<file path="config.mk">
export PLATFORM = sky130hd
export DESIGN_NAME = pattern_loader_flat
export DESIGN_NICKNAME = d
export VERILOG_FILES = /design/src/rtl/pattern_loader_pkg.sv /design/src/rtl/avalon_mm_if.sv /design/src/rtl/amm_wr_timeout.sv /design/src/rtl/pattern_loader.sv /design/src/flat_wrapper.sv
export SDC_FILE = /design/constraint.sdc
export NUM_CORES = 1
export LEC_CHECK = 0
export BUFFER_PORTS_ARGS = -buffer_cell sky130_fd_sc_hd__buf_2
export CAP_MARGIN = 20
export CELL_PAD_IN_SITES_DETAIL_PLACEMENT = 1
export CELL_PAD_IN_SITES_GLOBAL_PLACEMENT = 1
export CORE_UTILIZATION = 33
export DETAILED_ROUTE_END_ITERATION = 8
export GPL_ROUTABILITY_DRIVEN = 0
export PLACE_DENSITY_LB_ADDON = 0.2
export SLEW_MARGIN = 0
export SYNTH_ARGS = -nofsm -noshare
export SYNTH_HDL_FRONTEND = slang
export SYNTH_SLANG_ARGS = --single-unit
</file>
<file path="constraint.sdc">
create_clock -name clk_i -period 2.2 [get_ports clk_i]
set_input_delay 0 -clock clk_i [delete_from_list [all_inputs] [get_ports clk_i]]
set_output_delay 0 -clock clk_i [all_outputs]
set_load 0.05 [all_outputs]
</file>
<file path="src/rtl/pattern_loader_pkg.sv">
// Shared types and helpers for the classifier pattern loader.
// State encoding, control-register layout and flat-pattern word slicing.
package pattern_loader_pkg;

    typedef enum logic [2:0] {
        IDLE,
        DIS,
        PAT,
        ENA,
        RB,
        DONE,
        ERR
    } state_e;

    localparam int CTRL_ADDR   = 0;
    localparam int CTRL_EN_BIT = 0;
    localparam int PAT_MAX_W   = 1024;

    // Word k (1-based) of the flat pattern; callers truncate to their data width.
    function automatic logic [PAT_MAX_W-1:0] pat_word(
        input logic [PAT_MAX_W-1:0] flat,
        input int                   k,
        input int                   dw
    );
        if (k < 1) return '0;
        return flat >> ((k - 1) * dw);
    endfunction

endpackage

</file>
<file path="src/rtl/avalon_mm_if.sv">
// Minimal Avalon-MM bundle between the pattern loader and the classifier bank.
// Single-beat reads and writes, waitrequest backpressure, fixed read latency.
interface avalon_mm_if #(
    parameter int AMM_DWIDTH = 32,
    parameter int AMM_AWIDTH = 2
);
    logic [AMM_AWIDTH-1:0] address;
    logic                  write;
    logic [AMM_DWIDTH-1:0] writedata;
    logic                  read;
    logic [AMM_DWIDTH-1:0] readdata;
    logic                  waitrequest;

    modport master (
        output address, write, writedata, read,
        input  readdata, waitrequest
    );

    modport slave (
        input  address, write, writedata, read,
        output readdata, waitrequest
    );
endinterface

</file>
<file path="src/rtl/amm_wr_timeout.sv">
// Per-transfer waitrequest stall counter; cleared on accept or when idle.
// Flags timeout combinationally on the TIMEOUT-th consecutive stalled cycle.
module amm_wr_timeout #(
    parameter int TIMEOUT = 255
) (
    input  logic clk_i,
    input  logic srst_i,
    input  logic req_i,
    input  logic wait_i,
    output logic timeout_o
);
    localparam int CW = $clog2(TIMEOUT + 1);

    logic [CW-1:0] stall_q, stall_d;
    logic          stalled;

    assign stalled   = req_i & wait_i;
    assign timeout_o = stalled && (stall_q == CW'(TIMEOUT - 1));

    always_comb begin
        stall_d = '0;
        if (stalled) stall_d = stall_q + CW'(1);
    end

    always_ff @(posedge clk_i) begin
        if (!srst_i) stall_q <= '0;
        else         stall_q <= stall_d;
    end

endmodule

</file>
<file path="src/rtl/pattern_loader.sv">
// Avalon-MM master: disable classifier, write pattern words, re-enable; 1+REG_DEPTH+1 cycles zero-wait.
// Holds each beat under waitrequest, aborts to ERR on timeout; PATTERN_LOADER_READBACK_EN adds verify reads.
module pattern_loader
    import pattern_loader_pkg::*;
#(
    parameter int AMM_DWIDTH = 32,
    parameter int REG_DEPTH  = 4,
    parameter int AMM_AWIDTH = 2,
    parameter int TIMEOUT    = 255
) (
    input  logic                              clk_i,
    input  logic                              srst_i,
    input  logic                              start_i,
    input  logic [AMM_DWIDTH*(REG_DEPTH-1)-1:0] pattern_i,
    output logic                              busy_o,
    output logic                              done_o,
    output logic                              error_o,
    avalon_mm_if.master                       amm_if
);
    localparam int                    PAT_W    = AMM_DWIDTH * (REG_DEPTH - 1);
    localparam logic [AMM_AWIDTH-1:0] LAST_IDX = AMM_AWIDTH'(REG_DEPTH - 1);

    state_e                state_q, state_d;
    logic [PAT_W-1:0]      pattern_q, pattern_d;
    logic [AMM_AWIDTH-1:0] cnt_q, cnt_d;
    logic                  error_q, error_d;
    logic                  req, accept, timeout;
    logic [AMM_DWIDTH-1:0] cur_word;

    assign req      = amm_if.write | amm_if.read;
    assign accept   = req & ~amm_if.waitrequest;
    assign cur_word = AMM_DWIDTH'(pat_word(PAT_MAX_W'(pattern_q), int'(cnt_q), AMM_DWIDTH));
    assign error_o  = error_q;

    amm_wr_timeout #(.TIMEOUT(TIMEOUT)) u_tmo (
        .clk_i     (clk_i),
        .srst_i    (srst_i),
        .req_i     (req),
        .wait_i    (amm_if.waitrequest),
        .timeout_o (timeout)
    );

`ifdef PATTERN_LOADER_READBACK_EN
    logic rb_wait_q, rb_wait_d;
    logic mism_q, mism_d;
    logic mism_now;
`else
    logic unused_rdata;
    assign unused_rdata = ^amm_if.readdata;
`endif

    always_comb begin
        state_d            = state_q;
        pattern_d          = pattern_q;
        cnt_d              = cnt_q;
        error_d            = error_q;
        busy_o             = 1'b0;
        done_o             = 1'b0;
        amm_if.write       = 1'b0;
        amm_if.read        = 1'b0;
        amm_if.address     = '0;
        amm_if.writedata   = '0;
`ifdef PATTERN_LOADER_READBACK_EN
        rb_wait_d          = rb_wait_q;
        mism_d             = mism_q;
        mism_now           = 1'b0;
`endif
        case (state_q)
            IDLE: begin
                if (start_i) begin
                    pattern_d = pattern_i;
                    error_d   = 1'b0;
                    cnt_d     = '0;
                    state_d   = DIS;
                end
            end
            DIS: begin
                busy_o         = 1'b1;
                amm_if.write   = 1'b1;
                amm_if.address = AMM_AWIDTH'(CTRL_ADDR);
                if (accept) begin
                    cnt_d   = AMM_AWIDTH'(1);
                    state_d = PAT;
                end
            end
            PAT: begin
                busy_o           = 1'b1;
                amm_if.write     = 1'b1;
                amm_if.address   = cnt_q;
                amm_if.writedata = cur_word;
                if (accept) begin
                    if (cnt_q == LAST_IDX) begin
                        cnt_d   = '0;
                        state_d = ENA;
                    end else begin
                        cnt_d = cnt_q + AMM_AWIDTH'(1);
                    end
                end
            end
            ENA: begin
                busy_o           = 1'b1;
                amm_if.write     = 1'b1;
                amm_if.address   = AMM_AWIDTH'(CTRL_ADDR);
                amm_if.writedata = AMM_DWIDTH'(1) << CTRL_EN_BIT;
                if (accept) begin
`ifdef PATTERN_LOADER_READBACK_EN
                    cnt_d     = AMM_AWIDTH'(1);
                    rb_wait_d = 1'b0;
                    mism_d    = 1'b0;
                    state_d   = RB;
`else
                    state_d   = DONE;
`endif
                end
            end
`ifdef PATTERN_LOADER_READBACK_EN
            // Unpipelined: issue one read, then compare its data the next cycle.
            RB: begin
                busy_o = 1'b1;
                if (!rb_wait_q) begin
                    amm_if.read    = 1'b1;
                    amm_if.address = cnt_q;
                    if (accept) rb_wait_d = 1'b1;
                end else begin
                    mism_now  = mism_q | (amm_if.readdata != cur_word);
                    mism_d    = mism_now;
                    rb_wait_d = 1'b0;
                    if (cnt_q == LAST_IDX) begin
                        cnt_d = '0;
                        if (mism_now) begin
                            error_d = 1'b1;
                            state_d = ERR;
                        end else begin
                            state_d = DONE;
                        end
                    end else begin
                        cnt_d = cnt_q + AMM_AWIDTH'(1);
                    end
                end
            end
`endif
            DONE: begin
                busy_o  = 1'b1;
                done_o  = 1'b1;
                state_d = IDLE;
            end
            ERR: begin
                state_d = IDLE;
            end
            default: begin
                state_d = IDLE;
            end
        endcase

        // Abort wins over any in-flight beat; ENA is then never issued.
        if (timeout) begin
            error_d = 1'b1;
            state_d = ERR;
        end
    end

    always_ff @(posedge clk_i) begin
        if (!srst_i) begin
            state_q   <= IDLE;
            pattern_q <= '0;
            cnt_q     <= '0;
            error_q   <= 1'b0;
`ifdef PATTERN_LOADER_READBACK_EN
            rb_wait_q <= 1'b0;
            mism_q    <= 1'b0;
`endif
        end else begin
            state_q   <= state_d;
            pattern_q <= pattern_d;
            cnt_q     <= cnt_d;
            error_q   <= error_d;
`ifdef PATTERN_LOADER_READBACK_EN
            rb_wait_q <= rb_wait_d;
            mism_q    <= mism_d;
`endif
        end
    end

endmodule

</file>
<file path="src/flat_wrapper.sv">
// flat-port wrapper written by rule: the top's interface ports become plain ports
module pattern_loader_flat import pattern_loader_pkg::*;
#(
    parameter int AMM_DWIDTH = 32,
    parameter int REG_DEPTH  = 4,
    parameter int AMM_AWIDTH = 2,
    parameter int TIMEOUT    = 255
)
  (clk_i, srst_i, start_i, pattern_i, busy_o, done_o, error_o, amm_if_address, amm_if_write, amm_if_writedata, amm_if_read, amm_if_readdata, amm_if_waitrequest);
  avalon_mm_if #(.AMM_DWIDTH(AMM_DWIDTH), .AMM_AWIDTH(AMM_AWIDTH)) amm_if_i ();
  input  logic clk_i;
  input  logic srst_i;
  input  logic start_i;
  input  logic [AMM_DWIDTH*(REG_DEPTH-1)-1:0] pattern_i;
  output logic busy_o;
  output logic done_o;
  output logic error_o;
  output wire logic [$bits(amm_if_i.address)-1:0] amm_if_address;
  output wire logic [$bits(amm_if_i.write)-1:0] amm_if_write;
  output wire logic [$bits(amm_if_i.writedata)-1:0] amm_if_writedata;
  output wire logic [$bits(amm_if_i.read)-1:0] amm_if_read;
  input wire logic [$bits(amm_if_i.readdata)-1:0] amm_if_readdata;
  input wire logic [$bits(amm_if_i.waitrequest)-1:0] amm_if_waitrequest;
  assign amm_if_address = amm_if_i.address;
  assign amm_if_write = amm_if_i.write;
  assign amm_if_writedata = amm_if_i.writedata;
  assign amm_if_read = amm_if_i.read;
  assign amm_if_i.readdata = amm_if_readdata;
  assign amm_if_i.waitrequest = amm_if_waitrequest;
  pattern_loader #(.AMM_DWIDTH(AMM_DWIDTH), .REG_DEPTH(REG_DEPTH), .AMM_AWIDTH(AMM_AWIDTH), .TIMEOUT(TIMEOUT)) u_core (.clk_i(clk_i), .srst_i(srst_i), .start_i(start_i), .pattern_i(pattern_i), .busy_o(busy_o), .done_o(done_o), .error_o(error_o), .amm_if(amm_if_i));
endmodule
</file>
==> impl_metrics.yaml <==
outcome:
  status: "finished, final reports clean"
routing:
  drt_iter0_markers: 157
  drt_pass1_iterations: 4
  ant_nets: 0
  wl_per_cell_um: 16.6
  num_vias: 5064
  viasPerCell: 4.95
  drc: 0
  wl_um: 17000
clocking:
  cts_buffers: 9
  htreeDepth: 3
  cts_buffer_depth: 2
  clk_latency_ns: 0.35
  cts_root_buffer: "clkbuf_16"
  cts_tree: "built"
  clkSlewWorstSetupHoldPaths_ns: 0.07
  clock-sinks: 110
timing:
  final_max_slew_viol_count: 0
  fin_crit_ns: 2.10
  fin_tns_setup_ns: 0
  setup_viol: 0
  fin_skew_ns: 0.00387
  worst_pin_slew_ns: 0.592
  fin_crit_sh_pct: 95.3
  max_freq_mhz: 477
  slew_headroom_pct: 60.5
  hold_violations: 0
  rsz0062_at_grt: "false"
die:
  io_pins: 171
  die_w_um: 126
  core-area_mm2: 0.0151
  fp.dieH_um: 126
  row_count: 45
  die-area_mm2: 0.0160
  start_util_pct: 33.7
power_and_ir_drop:
  power.leakage_uw: 0.00295
  p_per_area_mw_per_mm2: 617
  ir_drop_uv: 367
logic_synthesis:
  syn_inst: 623
  synth_most_common_cell: "nand2_1"
  ys_warn_count: 0
  synthTopCellsByCount: "196 x nand2_1, 110 x dfxtp_1, 81 x a21boi_0"
  synth_seq_cells: 110
  synthArstFlopShare_pct: 0
  synth_top_area_share_pct: 43.1
  synth_nets: 759
  synth.area.top_cells: "dfxtp_1 43%, nand2_1 14%, a21boi_0 12%"
  synth-edff-count: 0
  syn_area_per_cell_um2: 8.20
  yosysSeqAreaShare_pct: 43.1
  synth_ff_type: "dfxtp_1"
  synth.distinct_cells: 43
  synth.largest_area_cell: "dfxtp_1"
  syn_area_mm2: 0.00511
cells_and_area:
  n_antenna_cell: 0
  area_growth_pct: 49.8
  final_core_util_pct: 50.5
  layout.nets: 968
  fillCellCount: 1751
  final_layout_size_suffix_gt1_share_pct: 32.1
setup_path:
  cp_slowest_cell: "mux2_2"
  cp_cell_sequence: "inv_1 -> ha_4 -> buf_12 -> mux2_2 -> a22oi_2 -> nor2_4 -> buf_2"
  worst-path-max-fanout: 15
  end_kind: "output pin"
  max_stage_delay_ns: 0.36
  critical_path_buf_inv_count: 3
  critical_path_class: "reg -> out"
  crit_required_ns: 2.20
  crit_family: "buffers and inverters"
  start_kind: "register"
  critPathArrivalTime_ns: 2.10
worst_hold_path:
  min_path_type: "in -> reg"
global_routing:
  grt_remaining_overflow: 0
  grt_pass1_wl_um: 27200
  grt_pass1_vias: 5386
  antenna_found_initial: 0
  grt_max_degree: 59
  grt_usage_pct: 21.7
run:
  drv_cap: 0
placement:
  hpwl_um: 10300
  port_buffers: 137
[per-stage QoR]
stage	area [um2]	cells	worst slack (ns)	power (uW)	hold WS [ns]
detailed placement	6200	912	0.168	2950	0.250
finish	7650	1024	0.103	4720	0.0410
floorplan	5360	623	0.0751	2690	0.135
CTS	7580	1023	-0.0448	4760	0.0258
global route	7650	1024	0.00130	4950	0.0962
global placement	6200	912	0.176	2920	0.244
[layout by cell type, fill, tap and decap left out, drive strengths merged, types with 2 or more instances in the layout]
cell / instances
a21boi: 96
a21oi: 5
a22oi: 31
and2: 2
and3: 3
buf: 151
clkbuf: 13
clkinv: 4
dfxtp: 110
dlygate4sd3: 96
ha: 4
inv: 8
mux2: 32
mux2i: 2
nand2: 196
nand3: 6
nand4: 3
nor2: 40
nor2b: 5
nor4b: 2
o21ai: 5
o311ai: 2
or3: 2
xor2: 2
[power breakdown]
| part | internal, uW | switching [uW] |
|---|---|---|
| clock | 901 | 737 |
| combinational | 419 | 474 |
| sequential | 2120 | 77.2 |
| total | 3440 | 1290 |
[area by class of cell]
class | count | area (um2) | share of cell area [%]
clock buffers | 10 | 239 | 3.12
clock inverters | 5 | 50.0 | 0.654
inverters | 8 | 30.0 | 0.392
multi-input cells | 453 | 3030 | 39.7
flip-flops and latches | 110 | 2200 | 28.8
well taps | 188 | 235 | 3.07
repair buffers | 250 | 1860 | 24.3
[what timing repair did]
item	4_1_cts	5_1_grt
hold buffers	96	0
endpoints found under the setup margin	32	32
pin swaps	0	2
setup buffers	0	1
gates resized for setup	27	15
hold endpoints to repair	96	0
[path summary, 6_finish.rpt]
| check | from | end | slack [ns] | cells past startpoint |
|---|---|---|---|---|
| max | u_core.cnt_q[1] | amm_if_writedata[29] | 0.10 | 7 |
| min | amm_if_waitrequest | u_core.state_q[0] | 0.04 | 3 |
| max reg2reg | u_core.state_q[1] | u_core.pattern_q[40] | 0.32 | 4 |
| min reg2reg | u_core.pattern_q[76] | u_core.pattern_q[76] | 0.45 | 2 |
[cell families (layout without fill, tap and decap cells)]
group	after synthesis	count (layout)	share of synthesized area, %
flops	110	110	43.1
other cells	1	1	0.0734
fa+ha+maj	4	4	0.980
buf+inv	60	273	5.44
simple gates	264	264	21.2
mux	34	34	7.45
compound gates	147	147	21.2
xor+xnor	3	3	0.515
[tightest hold or removal path, stage by stage]
cell and delay [ns]:
buf_2 0.14, o21ai_0 0.16, nor3_1 0.05
[sequential cells by signal, indices dropped and copies added (netlist names)]
register and cells:
u_core.state_q 3, u_core.cnt_q 2, u_core.error_o 1, u_core.pattern_q 96, u_core.u_tmo.stall_q 8
[metal layers]
metal  part of all wire, %  global-route usage [%]
met1                    44                    25.8
met4                   2.2                    9.14
met5                     0                       0
met2                    51                    39.0
met3                   3.1                    3.25
Note: power is estimated with default switching activity, not from simulation.
